## src/rtl/lsu_defs.sv

```systemverilog
// Shared definitions for the load/store unit: funct3 codes,
// FSM state encoding and the request legality check.
package lsu_defs;

    localparam logic [2:0] F3_B  = 3'b000;
    localparam logic [2:0] F3_H  = 3'b001;
    localparam logic [2:0] F3_W  = 3'b010;
    localparam logic [2:0] F3_BU = 3'b100;
    localparam logic [2:0] F3_HU = 3'b101;

    typedef enum logic [1:0] {
        S_IDLE     = 2'd0,
        S_ACCESS   = 2'd1,
        S_MERGE_WR = 2'd2,
        S_RESP     = 2'd3
    } lsu_state_t;

    // Unsigned variants exist only for loads.
    function automatic logic req_legal(
        input logic       write,
        input logic [2:0] funct3,
        input logic [1:0] offset
    );
        logic ok;
        ok = 1'b0;
        case (funct3)
            F3_B:    ok = 1'b1;
            F3_H:    ok = !offset[0];
            F3_W:    ok = (offset == 2'b00);
            F3_BU:   ok = !write;
            F3_HU:   ok = !write && !offset[0];
            default: ok = 1'b0;
        endcase
        return ok;
    endfunction

endpackage

```

## src/rtl/lsu_align.sv

```systemverilog
// Combinational byte-lane logic: store merge into an old word
// and load extract with sign/zero extension.
module lsu_align
    import lsu_defs::*;
(
    input  logic [2:0]  funct3,
    input  logic [1:0]  offset,
    input  logic [31:0] old_word,
    input  logic [15:0] wdata,
    input  logic [31:0] rd,
    output logic [31:0] merged,
    output logic [31:0] extracted
);

    logic [7:0]  rd_byte;
    logic [15:0] rd_half;

    assign rd_byte = rd[{offset, 3'b000} +: 8];
    assign rd_half = offset[1] ? rd[31:16] : rd[15:0];

    always_comb begin
        merged = old_word;
        if (funct3 == F3_H) begin
            if (offset[1]) merged[31:16] = wdata;
            else           merged[15:0]  = wdata;
        end else begin
            merged[{offset, 3'b000} +: 8] = wdata[7:0];
        end
    end

    always_comb begin
        extracted = rd;
        case (funct3)
            F3_B:    extracted = {{24{rd_byte[7]}}, rd_byte};
            F3_BU:   extracted = {24'd0, rd_byte};
            F3_H:    extracted = {{16{rd_half[15]}}, rd_half};
            F3_HU:   extracted = {16'd0, rd_half};
            default: extracted = rd;
        endcase
    end

endmodule

```

## src/rtl/load_store_unit.sv

```systemverilog
// Memory-stage load/store unit: byte requests to word accesses,
// read-modify-write for sub-word stores, load extension.
module load_store_unit
    import lsu_defs::*;
#(
    parameter  int memory_width = 32,
    parameter  int memory_depth = 1024,
    localparam int AW           = $clog2(memory_depth)
) (
    input  logic                    clk,
    input  logic                    reset_n,
    input  logic                    req_valid,
    input  logic                    req_write,
    input  logic [2:0]              req_funct3,
    input  logic [31:0]             req_addr,
    input  logic [31:0]             req_wdata,
    output logic                    busy,
    output logic                    rsp_valid,
    output logic [31:0]             rsp_rdata,
    output logic                    rsp_err,
    output logic                    mem_re,
    output logic                    mem_we,
    output logic [AW-1:0]           mem_a,
    output logic [memory_width-1:0] mem_wd,
    input  logic [memory_width-1:0] mem_rd,
    input  logic                    mem_stall
);

    lsu_state_t  state_q;
    lsu_state_t  state_d;
    logic        write_q;
    logic [2:0]  f3_q;
    logic [AW+1:0] addr_q;
    logic [31:0] wdata_q;
    logic [31:0] word_q;
    logic [31:0] rdata_q;
    logic        err_q;

    logic        accept;
    logic        legal;
    logic        is_sw;
    logic        is_sub;
    logic [31:0] merged;
    logic [31:0] extracted;
    logic        unused_addr;

    assign unused_addr = ^req_addr[31:AW+2];

    assign accept = req_valid && !busy;
    assign legal  = req_legal(req_write, req_funct3, req_addr[1:0]);
    assign is_sw  = write_q && (f3_q == F3_W);
    assign is_sub = write_q && (f3_q != F3_W);

    lsu_align u_align (
        .funct3    (f3_q),
        .offset    (addr_q[1:0]),
        .old_word  (word_q),
        .wdata     (wdata_q[15:0]),
        .rd        (mem_rd),
        .merged    (merged),
        .extracted (extracted)
    );

    always_comb begin
        state_d = state_q;
        case (state_q)
            S_IDLE, S_RESP: begin
                if (accept) state_d = legal ? S_ACCESS : S_RESP;
                else        state_d = S_IDLE;
            end
            S_ACCESS: begin
                if (!mem_stall) state_d = is_sub ? S_MERGE_WR : S_RESP;
            end
            S_MERGE_WR: begin
                if (!mem_stall) state_d = S_RESP;
            end
            default: state_d = S_IDLE;
        endcase
    end

    // Bus signals decode only registered state, so they hold through stalls.
    always_comb begin
        busy      = (state_q == S_ACCESS) || (state_q == S_MERGE_WR);
        rsp_valid = (state_q == S_RESP);
        rsp_err   = rsp_valid && err_q;
        rsp_rdata = rdata_q;
        mem_a     = addr_q[AW+1:2];
        mem_re    = (state_q == S_ACCESS) && !is_sw;
        mem_we    = ((state_q == S_ACCESS) && is_sw) ||
                    (state_q == S_MERGE_WR);
        mem_wd    = '0;
        if (state_q == S_MERGE_WR)           mem_wd = merged;
        else if ((state_q == S_ACCESS) && is_sw) mem_wd = wdata_q;
    end

    always_ff @(posedge clk or negedge reset_n) begin
        if (!reset_n) begin
            state_q <= S_IDLE;
            write_q <= 1'b0;
            f3_q    <= '0;
            addr_q  <= '0;
            wdata_q <= '0;
            word_q  <= '0;
            rdata_q <= '0;
            err_q   <= 1'b0;
        end else begin
            state_q <= state_d;
            if (accept) begin
                write_q <= req_write;
                f3_q    <= req_funct3;
                addr_q  <= req_addr[AW+1:0];
                wdata_q <= req_wdata;
                err_q   <= !legal;
                rdata_q <= '0;
            end
            if ((state_q == S_ACCESS) && !mem_stall) begin
                word_q <= mem_rd;
                if (!write_q) rdata_q <= extracted;
            end
        end
    end

endmodule

```

## config.mk

```make
export PLATFORM = sky130hd
export DESIGN_NAME = load_store_unit
export DESIGN_NICKNAME = d
export VERILOG_FILES = /design/src/rtl/lsu_defs.sv /design/src/rtl/lsu_align.sv /design/src/rtl/load_store_unit.sv
export SDC_FILE = /design/constraint.sdc
export NUM_CORES = 1
export LEC_CHECK = 0
export ABC_AREA = 1
export BUFFER_PORTS_ARGS = -buffer_cell sky130_fd_sc_hd__buf_4
export CORE_ASPECT_RATIO = 1.75
export CORE_UTILIZATION = 56
export CTS_BUF_LIST = sky130_fd_sc_hd__clkbuf_8
export DETAILED_ROUTE_END_ITERATION = 10
export PLACE_DENSITY = 0.91
export SLEW_MARGIN = 20
export SYNTH_ARGS = -nofsm -noshare
export SYNTH_HDL_FRONTEND = slang
export SYNTH_HIERARCHICAL = 1
export SYNTH_SLANG_ARGS = --single-unit
```

## constraint.sdc

```tcl
create_clock -name clk -period 3.37 [get_ports clk]
set_clock_uncertainty 0.15 [all_clocks]
set_input_delay 0.674 -clock clk [delete_from_list [all_inputs] [get_ports clk]]
set_output_delay 0.674 -clock clk [all_outputs]
set_load 0.01 [all_outputs]
```

### Word level (Yosys, flattened, before mapping)

Cells that the tools add are included.

* logic and storage cells: 66
* bits of input ports: 104
* output and inout port bits: 79
* bits in registers: 115

* reduce and logical (&&, ||, !) cells: 22
* muxes and demuxes: 18
* shift-type cells: 3
* add/subtract/negate cells: 1
* equality and inequality tests: 14

Operators by type and width (count)
* 32-bit two-way mux: 6
* 32-bit one-hot mux with 4 select lines: 1
* 16-bit two-way mux: 3
* 32-bit bitwise mux: 1
* 8-bit by 7-bit variable shift with 32-bit output (first input constant): 1
* 32-bit by 6-bit variable part select with 8-bit output: 1
* 8-bit by 7-bit variable part select with 32-bit output: 1
* 3-bit equality test (second input constant): 4
* 1-bit logical AND: 8
* 2-bit two-way mux: 4
* 5-bit negator with 7-bit output: 1
* 3-bit by 1-bit equality test with 1-bit output (second input constant): 2
* 3-bit by 2-bit equality test with 1-bit output (second input constant): 2
* 1-bit zero test: 6
* 3-bit zero test: 2
* 2-bit one-hot mux with 3 select lines: 1
* 1-bit one-hot mux with 5 select lines: 1
* 2-bit equality test (second input constant): 2
* 2-bit zero test: 2
* 2-bit inequality test (second input constant): 2
* 3-bit by 2-bit inequality test with 1-bit output (second input constant): 1
* 2-bit by 1-bit equality test with 1-bit output (second input constant): 1
* 1-bit logical OR: 2
* 2-bit AND reduction: 1
* 2 further kinds: 2

### Longest topological paths before layout

* word-level depth: 7
* depth in mapped cells: 13
* mapped depth without buffers: 10

### Modules after synthesis

Netlist, hierarchy kept.

By module, submodules not included
* load_store_unit: times used 1, cells each 640, sequential area each 2877.8 um^2, area each 5168.7 um^2
* lsu_align: times used 1, cells each 484, sequential area each 0.0 um^2, area each 2132.0 um^2

### Worst setup path before layout

No wires, ideal clock.

* path kind: register to output
* start: reg addr_q[1]
* end: out mem_wd[24]
* required time: 2546 ps
* buffers on the path: 2
* cell stages (with the launch flop): 10
* arrival time: 1993 ps
* path slack: 553 ps
* cells stage by stage: dfrtp_1 buf_4 inv_2 clkbuf_1 ha_1 nor3_2 nand2_1 a21oi_1 nand2_1 o21ai_0

* cells in the longest elaborated chain, start to end: 5
* elaborated cells on any way between the ends: 7
* those cells by class: add/sub (1); shift (2); mux (4)

Ends and longest elaborated chain
* from (decl): RTL line load_store_unit.sv:33 `logic [AW+1:0] addr_q;`
* from (signal assigned): RTL line load_store_unit.sv:111 `addr_q <= req_addr[AW+1:0];`
* 5-bit negator with 7-bit output: RTL line lsu_align.sv:27 `merged[{offset, 3'b000} +: 8] = wdata[7:0];`
* 8-bit by 7-bit variable part select with 32-bit output or 8-bit by 7-bit variable shift with 32-bit output (tied branches): RTL line lsu_align.sv:27
* 32-bit bitwise mux: RTL line lsu_align.sv:27
* 32-bit two-way mux (*): RTL line lsu_align.sv:23 `if (funct3 == F3_H) begin`
* named net merged[24]: RTL line load_store_unit.sv:43 `logic [31:0] merged;`
* 32-bit two-way mux (*): RTL line load_store_unit.sv:92 `if (state_q == S_MERGE_WR) mem_wd = merged;`
* to (decl): RTL line load_store_unit.sv:24 `output logic [memory_width-1:0] mem_wd,`

The timed path passes the listed nets; every way through them passes the cells marked *.

### Worst setup path after layout

* start: reg addr_q[0]
* end: out mem_wd[26]

* cells in the longest elaborated chain, start to end: 5
* elaborated cells on any way between the ends: 6
* those cells by class: add/sub (1); shift (2); mux (3)

Ends and longest elaborated chain (RTL line)
* 5-bit negator with 7-bit output (*): lsu_align.sv:27
* 8-bit by 7-bit variable part select with 32-bit output or 8-bit by 7-bit variable shift with 32-bit output (tied branches): lsu_align.sv:27
* 32-bit bitwise mux (*): lsu_align.sv:27
* 32-bit two-way mux (*): lsu_align.sv:23
* named net merged[26]: load_store_unit.sv:43
* 32-bit two-way mux (*): load_store_unit.sv:92

Marks and branches as above.

==> run_summary.xml <==
<?xml version="1.0" encoding="UTF-8"?>
<metrics>
  <group name="outcome">
    <metric name="run_status" unit="">complete, no violations</metric>
  </group>
  <group name="pwr">
    <metric name="design_power_total" unit="mW">8.85</metric>
    <metric name="max-vdd-ir-drop" unit="µV">684</metric>
    <metric name="leakage" unit="nW">5.01</metric>
    <metric name="p_per_area" unit="nW/µm²">998</metric>
  </group>
  <group name="logic_synthesis">
    <metric name="synthDistinctLibCells" unit="">28</metric>
    <metric name="synth-seq-cells" unit="">115</metric>
    <metric name="number_of_enable_type_register_cells_in_the_synthesized_netlist" unit="">0</metric>
    <metric name="synth_cells" unit="">1124</metric>
    <metric name="yosysWarnings" unit="">6</metric>
    <metric name="synthesis.area_per_instance" unit="µm²">6.50</metric>
    <metric name="netlist_area" unit="µm²">7300</metric>
    <metric name="synth_seq_area_share" unit="%">39.4</metric>
    <metric name="synthFlopType" unit="">dfrtp_1</metric>
    <metric name="synth_async_sr_flop_share" unit="%">100</metric>
    <metric name="syn_nets" unit="">1236</metric>
  </group>
  <group name="sta">
    <metric name="setup_repair_after_global_routing_missed_its_margin" unit="">false</metric>
    <metric name="layout_min_cycle_time" unit="ns">3.28</metric>
    <metric name="final-hold-violation-count" unit="">0</metric>
    <metric name="final.setup.worst_slack" unit="ns">0.0883</metric>
    <metric name="final-max-slew-violation-count" unit="">0</metric>
    <metric name="timing.final.crit_share" unit="%">97.4</metric>
    <metric name="maxSlewHeadroom" unit="%">39.2</metric>
    <metric name="clock.fmax" unit="MHz">305</metric>
    <metric name="fin_tns_setup" unit="ns">0</metric>
    <metric name="max_slew.worst_pin.slew" unit="ns">0.911</metric>
    <metric name="setup_violations" unit="">0</metric>
  </group>
  <group name="setup_path">
    <metric name="worst-r2r-cell-count" unit="">8</metric>
    <metric name="critPathLaunchType" unit="">flip-flop</metric>
    <metric name="crit_end" unit="">mem_wd[26]</metric>
    <metric name="crit_path_start" unit="">addr_q[0]</metric>
    <metric name="crit_path_top_delay_cell" unit="">dfrtp_1</metric>
    <metric name="critical-path-max-stage-delay" unit="ns">0.38</metric>
    <metric name="worstPathArrival" unit="ns">2.46</metric>
    <metric name="r2r_end" unit="">rsp_rdata[12]</metric>
    <metric name="timing.reg2reg.setup_slack" unit="ns">1.13</metric>
    <metric name="crit_cells" unit="">10</metric>
    <metric name="timing.rr.start" unit="">addr_q[1]</metric>
    <metric name="crit_path_cell_trace" unit="">buf_4, ha_1, clkinvlp_4, nor3_4, buf_4, nand2_1, a21oi_1, nand2_1, o21ai_0, buf_4</metric>
    <metric name="cp.buffers_inverters" unit="">4</metric>
    <metric name="cp_data_required_time" unit="ns">2.55</metric>
    <metric name="worst-setup-path-type" unit="">flip-flop to output pin</metric>
    <metric name="endpoint_kind_of_the_worst_setup_timing_path" unit="">output pin</metric>
    <metric name="worstPathMaxFanout" unit="">14</metric>
    <metric name="cp_top_family" unit="">buffers and inverters</metric>
    <metric name="critPathMostFrequentCell" unit="">buf_4</metric>
  </group>
  <group name="global_route">
    <metric name="grtUsageMet3" unit="%">4.75</metric>
    <metric name="globalRoute.totalOverflow" unit="">0</metric>
    <metric name="top_usage_layer" unit="">met2</metric>
    <metric name="grt_start_max_net_pins" unit="">81</metric>
    <metric name="global_route.usage.total" unit="%">34.1</metric>
    <metric name="grt_pass1_wl" unit="µm">35400</metric>
    <metric name="grt_pass1_vias" unit="">7105</metric>
    <metric name="grt.met1_usage" unit="%">40.8</metric>
    <metric name="globalRouteMet2Util" unit="%">56.0</metric>
    <metric name="number_of_antenna_violations_at_the_first_check_in_global_routing" unit="">0</metric>
  </group>
  <group name="final_layout">
    <metric name="share_of_post_route_cells_with_drive_strength_above_1" unit="%">19.9</metric>
    <metric name="antennaDiodeCount" unit="">0</metric>
    <metric name="num-nets-final" unit="">1365</metric>
    <metric name="layout-area-overhead-vs-synth" unit="%">21.5</metric>
  </group>
  <group name="min_path">
    <metric name="hold_path_class" unit="">input port to asynchronous set/reset pin</metric>
  </group>
  <group name="placed_design">
    <metric name="place.port_buffers" unit="">162</metric>
    <metric name="routabilityCongestion" unit="">0.935</metric>
    <metric name="post-dp-hpwl" unit="µm">16000</metric>
    <metric name="post-place-ws" unit="ns">0.363</metric>
  </group>
  <group name="clocking">
    <metric name="cts_root_buffer" unit="">clkbuf_8</metric>
    <metric name="clkSlewWorstSetupHoldPaths" unit="ns">0.08</metric>
    <metric name="worstSkewPairLatency" unit="ns">0.45</metric>
    <metric name="tritoncts" unit="">built</metric>
    <metric name="postCtsHoldBufs" unit="">0</metric>
    <metric name="tritoncts.num_buffers" unit="">17</metric>
    <metric name="ctsHtreeMaxLevel" unit="">4</metric>
    <metric name="ctsLongestPathBuffers" unit="">2</metric>
    <metric name="cts_sinks" unit="">115</metric>
  </group>
  <group name="floorplanning">
    <metric name="io_pins" unit="">183</metric>
    <metric name="vertical_die_dimension" unit="µm">153</metric>
    <metric name="num_rows" unit="">54</metric>
    <metric name="fp.dieArea" unit="µm²">13500</metric>
    <metric name="core_area" unit="µm²">12600</metric>
    <metric name="dieWidth" unit="µm">88.3</metric>
    <metric name="initial_utilization" unit="%">58.1</metric>
  </group>
  <group name="drt">
    <metric name="routed_via_density" unit="">5.38</metric>
    <metric name="route.vias.total" unit="">7722</metric>
    <metric name="routed_wl" unit="µm">22300</metric>
    <metric name="drt_iter0_drc" unit="">612</metric>
    <metric name="router_iterations_before_antenna_repair" unit="">7</metric>
    <metric name="drc" unit="">0</metric>
    <metric name="detail_route.wl_per_cell" unit="µm">15.6</metric>
    <metric name="ant_nets" unit="">0</metric>
  </group>
  <group name="run">
    <metric name="cap_violations" unit="">0</metric>
  </group>
</metrics>
==> area by class of cell <==
cell class                 instances  area, µm²
multi-input combinational        877       3770
fill                            1100       3690
sequential                       115       2880
timing repair buffer             185       1410
clock buffer                      17        234
inverter                          57        220
tap                              168        210
clock inverter                    15        159
==> synthesized netlist by cell type (2+ instances only) <==
library cell / count / share of area, %
nand2_1: 562 / 29
nand3_1: 127 / 8.7
dfrtp_1: 115 / 39
nor2_1: 69 / 3.5
o21ai_0: 54 / 3.7
inv_1: 47 / 2.4
buf_2: 32 / 2.2
buf_6: 14 / 2.2
buf_4: 13 / 1.3
clkbuf_1: 13 / 0.67
a21oi_1: 12 / 0.82
o21ai_1: 11 / 0.75
or2_2: 10 / 0.86
ha_1: 8 / 1.4
nand4_1: 8 / 0.69
inv_2: 7 / 0.36
nor2_2: 4 / 0.34
buf_1: 3 / 0.15
clkinv_1: 2 / 0.10
nand2_2: 2 / 0.17
nand2_4: 2 / 0.31
nand3_2: 2 / 0.27
nand3b_1: 2 / 0.21
==> what timing repair did <==
action	CTS	global route
pin swaps	0	2
gates resized for setup	3	6
gates cloned	0	0
endpoints found under the setup margin	8	16
setup buffers	0	4
==> state kept, by name (all words and copies together) (netlist names) <==
signal and flops:
addr_q 12, err_q 1, f3_q 3, rsp_rdata 32, state_q 2, wdata_q 32
word_q 32, write_q 1
==> layout by cell type (no fill, tap or decap), drive strengths merged, types with 11 or more instances in the layout <==
| master | instances |
|---|---|
| nand2 | 566 |
| buf | 185 |
| nand3 | 129 |
| dfrtp | 115 |
| nor2 | 74 |
| o21ai | 65 |
| inv | 58 |
| clkbuf | 17 |
| a21oi | 12 |
| or2 | 11 |
==> report_power, final <==
| group | total (mW) | internal (mW) | switching (mW) |
|---|---|---|---|
| Combinational | 4.99 | 1.84 | 3.15 |
| Sequential | 2.57 | 2.03 | 0.548 |
| Clock | 1.29 | 0.662 | 0.629 |
| Total | 8.85 | 4.52 | 4.33 |
==> per-stage QoR <==
stage          util, %  hold slack, ns  cell area (µm²)  std cells
3_3_place_gp      66.9           0.312             8410       1398
3_5_place_dp      66.9           0.317             8410       1398
4_1_cts           70.2           0.166             8820       1430
5_1_grt           70.6           0.205             8870       1434
2_1_floorplan        -           0.228             7300       1124
6_report          70.6           0.151             8870       1434
==> cell families (layout without fill, tap and decap cells) <==
family	Yosys count	in the layout	synth area share, %
flip-flops	115	115	39.4
AND/OR/NAND/NOR	791	791	44.4
adder cells (fa/ha/maj)	8	8	1.37
AO/OA/AOI/OAI	78	78	5.38
buffers and inverters	132	274	9.46
==> layer usage <==
metal / up-vias / part of all wire, % / wire length [µm]
met5: - / 0 / 0
met4: 0 / 6.9 / 1540
met3: 83 / 5.7 / 1280
met2: 345 / 50 / 11200
met1: 3538 / 37 / 8330
li1: 3756 / - / -
==> how the worst min path moves through the flow <==
stage / start / endpoint / slack [ns]
2_1_floorplan: reset_n / addr_q[0] / 0.23
3_3_place_gp: wdata_q[21] / wdata_q[21] / 0.31
3_5_place_dp: addr_q[7] / addr_q[7] / 0.32
4_1_cts: reset_n / addr_q[10] / 0.17
5_1_grt: reset_n / err_q / 0.21
6_report: reset_n / err_q / 0.15
Note: power is estimated with default switching activity, not from simulation.
